===== src/rtl/cpi_muldiv_pkg.sv =====
// Shared definitions for the cpi multiply/divide coprocessor.
package cpi_muldiv_pkg;

  // op nibble claimed by default; 0..5 belong to the core
  localparam logic [3:0] COP_OP_DEF = 4'h6;

  // cpi_inst field positions
  localparam int OP_HI  = 31;
  localparam int OP_LO  = 28;
  localparam int SUB_HI = 27;
  localparam int SUB_LO = 24;

  typedef enum logic [3:0] {
    SUB_MUL   = 4'd0,
    SUB_MULHU = 4'd1,
    SUB_DIVU  = 4'd2,
    SUB_REMU  = 4'd3,
    SUB_DIV   = 4'd4,
    SUB_REM   = 4'd5
  } subop_e;

  // FSM encoding
  localparam logic [1:0] ST_IDLE = 2'd0;
  localparam logic [1:0] ST_BUSY = 2'd1;
  localparam logic [1:0] ST_DONE = 2'd2;

  // magnitude of a two's complement word; |-2^31| stays 32'h80000000
  function automatic logic [31:0] abs32(input logic [31:0] v);
    return v[31] ? (~v + 32'd1) : v;
  endfunction

  function automatic logic is_legal(input logic [3:0] s);
    return s <= 4'd5;
  endfunction

endpackage


===== src/rtl/cpi_muldiv_iter.sv =====
// Iterative 64-bit shift datapath shared by multiply (shift-add, LSB first)
// and unsigned divide (restoring). {hi,lo} is the working register:
//   mul: lo = multiplier, hi = partial product; result {hi,lo}
//   div: lo = dividend -> quotient, hi = partial remainder
// Next-state values are exported so the top can register the result on
// the same edge that performs the final step.
module muldiv_iter
  import cpi_muldiv_pkg::*;
(
  input  logic        clk,
  input  logic        rst,
  input  logic        start,
  input  logic        step,
  input  logic        is_mul,
  input  logic [31:0] opnd,     // multiplicand or divisor
  input  logic [31:0] seed,     // multiplier or dividend
  output logic        last,
  output logic [31:0] nxt_hi,
  output logic [31:0] nxt_lo
);

  logic [31:0] hi, lo, opnd_q;
  logic [4:0]  cnt;
  logic        mul_q;
  logic [32:0] sum, sh, diff;

  assign last = (cnt == 5'd0);

  // one shift-add or restoring-subtract step
  always_comb begin
    sum    = '0;
    sh     = '0;
    diff   = '0;
    nxt_hi = hi;
    nxt_lo = lo;
    if (mul_q) begin
      // carry out of the 32-bit add lands in the product's top bit
      sum = {1'b0, hi} + (lo[0] ? {1'b0, opnd_q} : 33'd0);
      {nxt_hi, nxt_lo} = {sum, lo[31:1]};
    end else begin
      sh   = {hi, lo[31]};
      diff = sh - {1'b0, opnd_q};
      nxt_hi = diff[32] ? sh[31:0] : diff[31:0];
      nxt_lo = {lo[30:0], ~diff[32]};
    end
  end

  // working registers and iteration counter
  always_ff @(posedge clk or negedge rst) begin
    if (!rst) begin
      hi     <= '0;
      lo     <= '0;
      opnd_q <= '0;
      cnt    <= '0;
      mul_q  <= 1'b0;
    end else if (start) begin
      hi     <= '0;
      lo     <= seed;
      opnd_q <= opnd;
      cnt    <= 5'd31;
      mul_q  <= is_mul;
    end else if (step) begin
      hi     <= nxt_hi;
      lo     <= nxt_lo;
      cnt    <= cnt - 5'd1;
    end
  end

endmodule


===== src/rtl/cpi_muldiv.sv =====
// cpi coprocessor responder: multiply/divide over 32 iterations, holding
// cpi_wait so the CPU timeout is frozen. Owns the FSM, sign fix-up,
// divide-by-zero handling and the cpi handshake.
module cpi_muldiv
  import cpi_muldiv_pkg::*;
#(
  parameter logic [3:0] COP_OP      = COP_OP_DEF,
  parameter bit          ACK_ILLEGAL = 1'b1
) (
  input  logic        clk,
  input  logic        rst,
  input  logic        cpi_valid,
  input  logic [31:0] cpi_inst,
  input  logic [31:0] cpi_r1,
  input  logic [31:0] cpi_r2,
  output logic        cpi_ready,
  output logic        cpi_wait,
  output logic [31:0] cpi_data,
  output logic        cpi_drop
);

  logic [1:0]  state;
  subop_e      sub_q;
  logic [31:0] r1_q;
  logic        neg_q, neg_r, div0;

  logic [3:0]  op, sub;
  logic        claim, accept, start_mul, is_signed;
  logic [31:0] it_opnd, it_seed, it_hi, it_lo, result;
  logic        it_last, it_step;
  logic        unused_inst;

  assign op          = cpi_inst[OP_HI:OP_LO];
  assign sub         = cpi_inst[SUB_HI:SUB_LO];
  assign unused_inst = ^cpi_inst[SUB_LO-1:0];
  assign claim       = (state == ST_IDLE) && cpi_valid && (op == COP_OP);
  assign accept      = claim && is_legal(sub);
  assign it_step     = (state == ST_BUSY) && cpi_valid;

  // operand routing into the shared datapath; signed ops use magnitudes
  always_comb begin
    start_mul = (sub == SUB_MUL) || (sub == SUB_MULHU);
    is_signed = (sub == SUB_DIV) || (sub == SUB_REM);
    if (start_mul) begin
      it_opnd = cpi_r1;
      it_seed = cpi_r2;
    end else begin
      it_opnd = is_signed ? abs32(cpi_r2) : cpi_r2;
      it_seed = is_signed ? abs32(cpi_r1) : cpi_r1;
    end
  end

  muldiv_iter u_iter (
    .clk    (clk),
    .rst    (rst),
    .start  (accept),
    .step   (it_step),
    .is_mul (start_mul),
    .opnd   (it_opnd),
    .seed   (it_seed),
    .last   (it_last),
    .nxt_hi (it_hi),
    .nxt_lo (it_lo)
  );

  // final result from the last step's next-state, with sign and /0 fix-up
  always_comb begin
    result = '0;
    case (sub_q)
      SUB_MUL:   result = it_lo;
      SUB_MULHU: result = it_hi;
      SUB_DIVU:  result = div0 ? 32'hFFFF_FFFF : it_lo;
      SUB_REMU:  result = div0 ? r1_q : it_hi;
      SUB_DIV:   result = div0 ? 32'hFFFF_FFFF : (neg_q ? (~it_lo + 32'd1) : it_lo);
      SUB_REM:   result = div0 ? r1_q : (neg_r ? (~it_hi + 32'd1) : it_hi);
      default:   result = '0;
    endcase
  end

  // handshake FSM with registered outputs
  always_ff @(posedge clk or negedge rst) begin
    if (!rst) begin
      state     <= ST_IDLE;
      sub_q     <= SUB_MUL;
      r1_q      <= '0;
      neg_q     <= 1'b0;
      neg_r     <= 1'b0;
      div0      <= 1'b0;
      cpi_ready <= 1'b0;
      cpi_wait  <= 1'b0;
      cpi_data  <= '0;
      cpi_drop  <= 1'b0;
    end else begin
      cpi_ready <= 1'b0;
      cpi_drop  <= 1'b0;
      cpi_data  <= '0;
      case (state)
        ST_IDLE: begin
          if (accept) begin
            state    <= ST_BUSY;
            cpi_wait <= 1'b1;
            sub_q    <= subop_e'(sub);
            r1_q     <= cpi_r1;
            neg_q    <= is_signed && (cpi_r1[31] ^ cpi_r2[31]);
            neg_r    <= is_signed && cpi_r1[31];
            div0     <= (cpi_r2 == 32'd0);
          end else if (claim && ACK_ILLEGAL) begin
            state     <= ST_DONE;
            cpi_ready <= 1'b1;
          end
        end
        ST_BUSY: begin
          if (!cpi_valid) begin
            // CPU gave up on this request
            state    <= ST_IDLE;
            cpi_wait <= 1'b0;
          end else if (it_last) begin
            state     <= ST_DONE;
            cpi_wait  <= 1'b0;
            cpi_ready <= 1'b1;
            cpi_drop  <= 1'b1;
            cpi_data  <= result;
          end
        end
        ST_DONE: state <= ST_IDLE;
        default: begin
          state    <= ST_IDLE;
          cpi_wait <= 1'b0;
        end
      endcase
    end
  end

endmodule

===== config.mk =====
export PLATFORM = sky130hd
export DESIGN_NAME = cpi_muldiv
export DESIGN_NICKNAME = d
export VERILOG_FILES = /design/src/rtl/cpi_muldiv_pkg.sv /design/src/rtl/cpi_muldiv_iter.sv /design/src/rtl/cpi_muldiv.sv
export SDC_FILE = /design/constraint.sdc
export NUM_CORES = 1
export LEC_CHECK = 0
export ABC_AREA = 0
export CORE_MARGIN = 5
export CORE_UTILIZATION = 30
export CTS_CLUSTER_DIAMETER = 150
export DETAILED_ROUTE_END_ITERATION = 12
export SYNTH_ARGS = -nofsm -noshare
export SYNTH_HDL_FRONTEND = slang
export SYNTH_SLANG_ARGS = --single-unit

===== constraint.sdc =====
create_clock -name clk -period 6 [get_ports clk]
set_input_delay 0.6 -clock clk [delete_from_list [all_inputs] [get_ports clk]]
set_output_delay 0.6 -clock clk [all_outputs]
set_load 0.02 [all_outputs]

==> results <==
- The detail route stage leaves a number of antenna-violating nets equal to 0.
- The clock-pin slew reported for the worst setup and hold paths after clock tree synthesis is 70 ps.
- The average wire per cell in the routed design is 21.21 um.
- The cell type of the slowest stage on the worst timing path is sky130_fd_sc_hd__or3_4.
- After layout, the minimum clock period comes to 5793 ps.
- The count of H-tree levels built during CTS is 4.
- In this run the worst hold path is classified as in2async.
- The combined area of all synthesized cells is 16770 um2.
- The total setup violations reported at the end of the flow is 0.
- Entering global routing, the biggest net connects 112 pins.
- The critical path class is reg2reg.
- Routability-driven placement finished with a final weighted congestion of 0.9923.
- The fraction of met2 tracks used by global routing is 33.11%.
- For this run, design rule violations remaining after detail routing come to 0.
- The total vias in the final route is 17270.
- In the global route stage, met1 resource usage came out at 28.48%.
- The clock net in this run drives a total of 178 sinks.
- The number of placement rows is 86.
- The clock passes through at most 2 buffers.
- Along the worst path, the maximum fanout reaches 5.
- The kind of end point of the critical path is a flip-flop.
- The area share of the largest cell type after synthesis is 26.56%.
- Summed over all instances, the cell type with the most area after synthesis is sky130_fd_sc_hd__dfrtp_1.
- The detailed placement HPWL is 50.59 mm.
- CTS placed an instance of sky130_fd_sc_hd__clkbuf_16 at the clock tree root.
- The area added between synthesis and finish is 15.75%.
- The flow ran to the end, and the final reports show no timing, DRC or antenna violations.
- Setup total negative slack on the finished layout was measured at 0 ps.
- The peak clock frequency supported by timing is 172.6 MHz.
- Summing internal, switching and leakage power gives 5603 uW.
- Data on the critical path arrives at its endpoint at 6160 ps.
- TritonCTS built the clock tree.
- The relative slew slack is 15.68%.
- The number of enable flip-flop cells after synthesis is 0.
- In this run, placement finished with an instance count of 3038.
- The wire length of the first global-routing pass is 100.3 mm.
- The count of nets after finishing is 2480.
- In this run, distinct cell masters in the synthesized netlist total 95.
- In the synthesized netlist, the cells that appear most often are sky130_fd_sc_hd__nand2_1 (358), sky130_fd_sc_hd__o21ai_0 (240), sky130_fd_sc_hd__a21oi_1 (213), sky130_fd_sc_hd__dfrtp_1 (178), sky130_fd_sc_hd__nor2_1 (153).
- The floorplan step defined a die boundary enclosing 60740 um2.
- The met3 usage in global routing is 3.851%.
- The tool flagged a number of max-cap violations equal to 0.
- In this design, the stage delay of the slowest critical-path cell is 460 ps.
- On the final layout, the worst clock skew is 10.78 ps.
- The reported leakage power is 0.008153 uW.
- The register bit count reported by yosys is 178.
- The predominant post-synthesis flop cell is sky130_fd_sc_hd__dfrtp_1.
- The number of hold-slack violations in the final timing report was 0.
- The CTS buffer count is 17.
- The share of the clock period used by the worst path after layout is 96.55%.
- The layout cell share with drive strength beyond 1 is 6.718%.
- For the pin with the worst max-slew slack, the measured transition is 1249 ps.
- The initial antenna violation count is 4.
- Together, buffers and inverters on the worst path number 0.
- The layout has 5796 filler cells.
- The iteration-0 DRC count of the detailed router is 1713.
- The most common cell in the synthesized netlist is sky130_fd_sc_hd__nand2_1.
- A synthesized cell averages 7.445 um2.
- The first detailed-routing pass took 6 iterations.
- Data on the critical path is required at its endpoint by 6370 ps.
- The number of nets in the synthesized netlist is 2423.
- The number of port buffers is 109.
- For this run the aggregate overflow at the end of global routing stands at 0.
- The die is 246.5 um tall.
- The family with the most delay on the worst path is compound AO/OA/AOI/OAI gates.
- In the post-synthesis netlist, the biggest area contributors are sky130_fd_sc_hd__dfrtp_1 (27%), sky130_fd_sc_hd__nand2_1 (8.0%), sky130_fd_sc_hd__o21ai_0 (7.2%).
- Across the VDD grid, the largest voltage drop is 0.2177 mV.
- The synthesized instance count is 2253.
- In this run the most used layer during global routing was met2.
- The hold buffer count at CTS is 0.
- Once the floorplan was initialized, standard cells occupied 30.39% of the core.
- The kind of start point of the critical path is a flip-flop.
- In the synthesized netlist the async set-or-reset flop fraction comes to 100.0%.
- The total area inside the core boundary comes to 55200 um2.
- In this run the cell area measured after placement is 18800 um2.
- The number of global-route vias before repair is 16750.
- The clock network latency to the later pin of the worst-skew pair is 490 ps.
- The core utilization of the finished layout is 35.17%.
- The sequential fraction of the synthesis area is 26.56%.
- Global routing used 21.18% of the available tracks.
- For this design the ratio of total power to cell area is 288.6 nW/um2.
- The number of top-level pins is 134.
- During synthesis, Yosys emitted a total of 0 warnings.
- The number of pins with negative max-slew slack in the final report is 0.
- The average via count per standard cell is 5.623.
- Setup repair after global routing left no endpoint under its margin.
- Traced cell by cell, the critical path runs through ha_1 -> fa_1 -> nand2b_1 -> a211oi_4 -> nor2_2 -> o211ai_2 -> a21oi_4 -> xnor2_4 -> nor2_1 -> a21oi_2 -> ha_1 -> o211ai_1 -> or2_2 -> nor2_1 -> nand3_2 -> or3_4 -> o41a_1 -> a21oi_1 -> o22ai_1 -> a21oi_1 -> o21ai_0 -> a22o_1 -> a211o_1.
- The summed area of non-filler cells in the final layout is 19420 um2.
- The floorplan step set the die width to 246.5 um.
- Summed over all layers, the routed wires come to 65.15 mm.
- The final cell count without fillers is 3071.
==> metal layers <==
metal	vias up	part of all wire, %
li1	8269	-
met1	8284	45
met2	592	45
met3	120	6.3
met4	2	4.3
met5	-	0.014
==> final cells by class <==
cell class / instances / area (um2) / area share (%)
Antenna cell: 1 / 2.502 / 0.01289
Clock buffer: 18 / 429.2 / 2.210
Clock inverter: 13 / 148.9 / 0.7669
Inverter: 74 / 277.8 / 1.431
Multi-Input combinational cell: 1860 / 11530 / 59.39
Sequential cell: 178 / 4458 / 22.96
Tap cell: 748 / 935.9 / 4.820
Timing Repair Buffer: 179 / 1633 / 8.410
==> state kept, by name, summed over array words and instances, names as in the netlist, 2 cells and up <==
register       cells
u_iter.cnt         5
u_iter.hi         32
state              2
u_iter.lo         32
u_iter.opnd_q     32
cpi_data          32
r1_q              32
sub_q              4
==> where the power goes <==
group / switching, uW / leakage (uW) / internal, uW
sequential: 235 / 0.00230 / 1400
clock: 553 / 0.000280 / 618
combinational: 1730 / 0.00557 / 1070
==> path summary, 6_finish.rpt <==
check / start / endpoint / slack [ps] / depth (start not counted)
worst min register to register: state[1]$_DFFE_PN0P_ / state[1]$_DFFE_PN0P_ / 490 / 1
worst max register to register: u_iter.opnd_q[0]$_DFFE_PN0P_ / cpi_data[26]$_DFF_PN0_ / 210 / 23
max in group asynchronous: rst / u_iter.mul_q$_DFFE_PN0P_ / 4680 / 2
worst max-delay path: u_iter.opnd_q[0]$_DFFE_PN0P_ / cpi_data[26]$_DFF_PN0_ / 210 / 23
worst min-delay path: rst / u_iter.opnd_q[8]$_DFFE_PN0P_ / 170 / 1
min in group clk: state[1]$_DFFE_PN0P_ / state[1]$_DFFE_PN0P_ / 490 / 1
==> what timing repair did <==
action	CTS	global route
endpoints found under the setup margin	0	2
gates resized for setup	0	5
buffers inserted	0	1
==> layout by cell type (no fill, tap or decap), types with 19 or more instances in the layout <==
cell and n:
sky130_fd_sc_hd__nand2_1 357, sky130_fd_sc_hd__o21ai_0 240, sky130_fd_sc_hd__a21oi_1 212, sky130_fd_sc_hd__dfrtp_1 177, sky130_fd_sc_hd__nor2_1 153, sky130_fd_sc_hd__clkdlybuf4s50_1 108, sky130_fd_sc_hd__inv_1 74, sky130_fd_sc_hd__nand3_1 72
sky130_fd_sc_hd__o211ai_1 70, sky130_fd_sc_hd__xor2_1 70, sky130_fd_sc_hd__xnor2_1 69, sky130_fd_sc_hd__buf_4 69, sky130_fd_sc_hd__ha_1 68, sky130_fd_sc_hd__mux2i_1 52, sky130_fd_sc_hd__and2_1 47, sky130_fd_sc_hd__nor3_1 42
sky130_fd_sc_hd__or3_1 23, sky130_fd_sc_hd__a31oi_1 23, sky130_fd_sc_hd__o31ai_1 22, sky130_fd_sc_hd__a211oi_1 21, sky130_fd_sc_hd__nand2b_1 19, sky130_fd_sc_hd__a21o_1 19
==> logic make-up (layout without fill, tap and decap cells) <==
group	after synthesis	count (layout)	share of synthesized area [%]
flops	178	178	26.56
buf+inv	215	284	5.013
compound gates	765	765	28.61
mux	59	59	3.662
simple gates	824	824	23.18
fa+ha+maj	71	71	5.386
other cells	0	1	0
xor+xnor	141	141	7.586
==> stage by stage <==
stage | setup WS [ps] | hold WS [ps]
final | 207.1 | 170.9
after global routing | 12.84 | 224.8
after CTS | 156.1 | 163.4
after detailed placement | 213.0 | 479.0
after global placement | 271.2 | 460.2
after floorplan | 607.7 | 304.4
No activity file was read; power rests on OpenSTA's default activity.
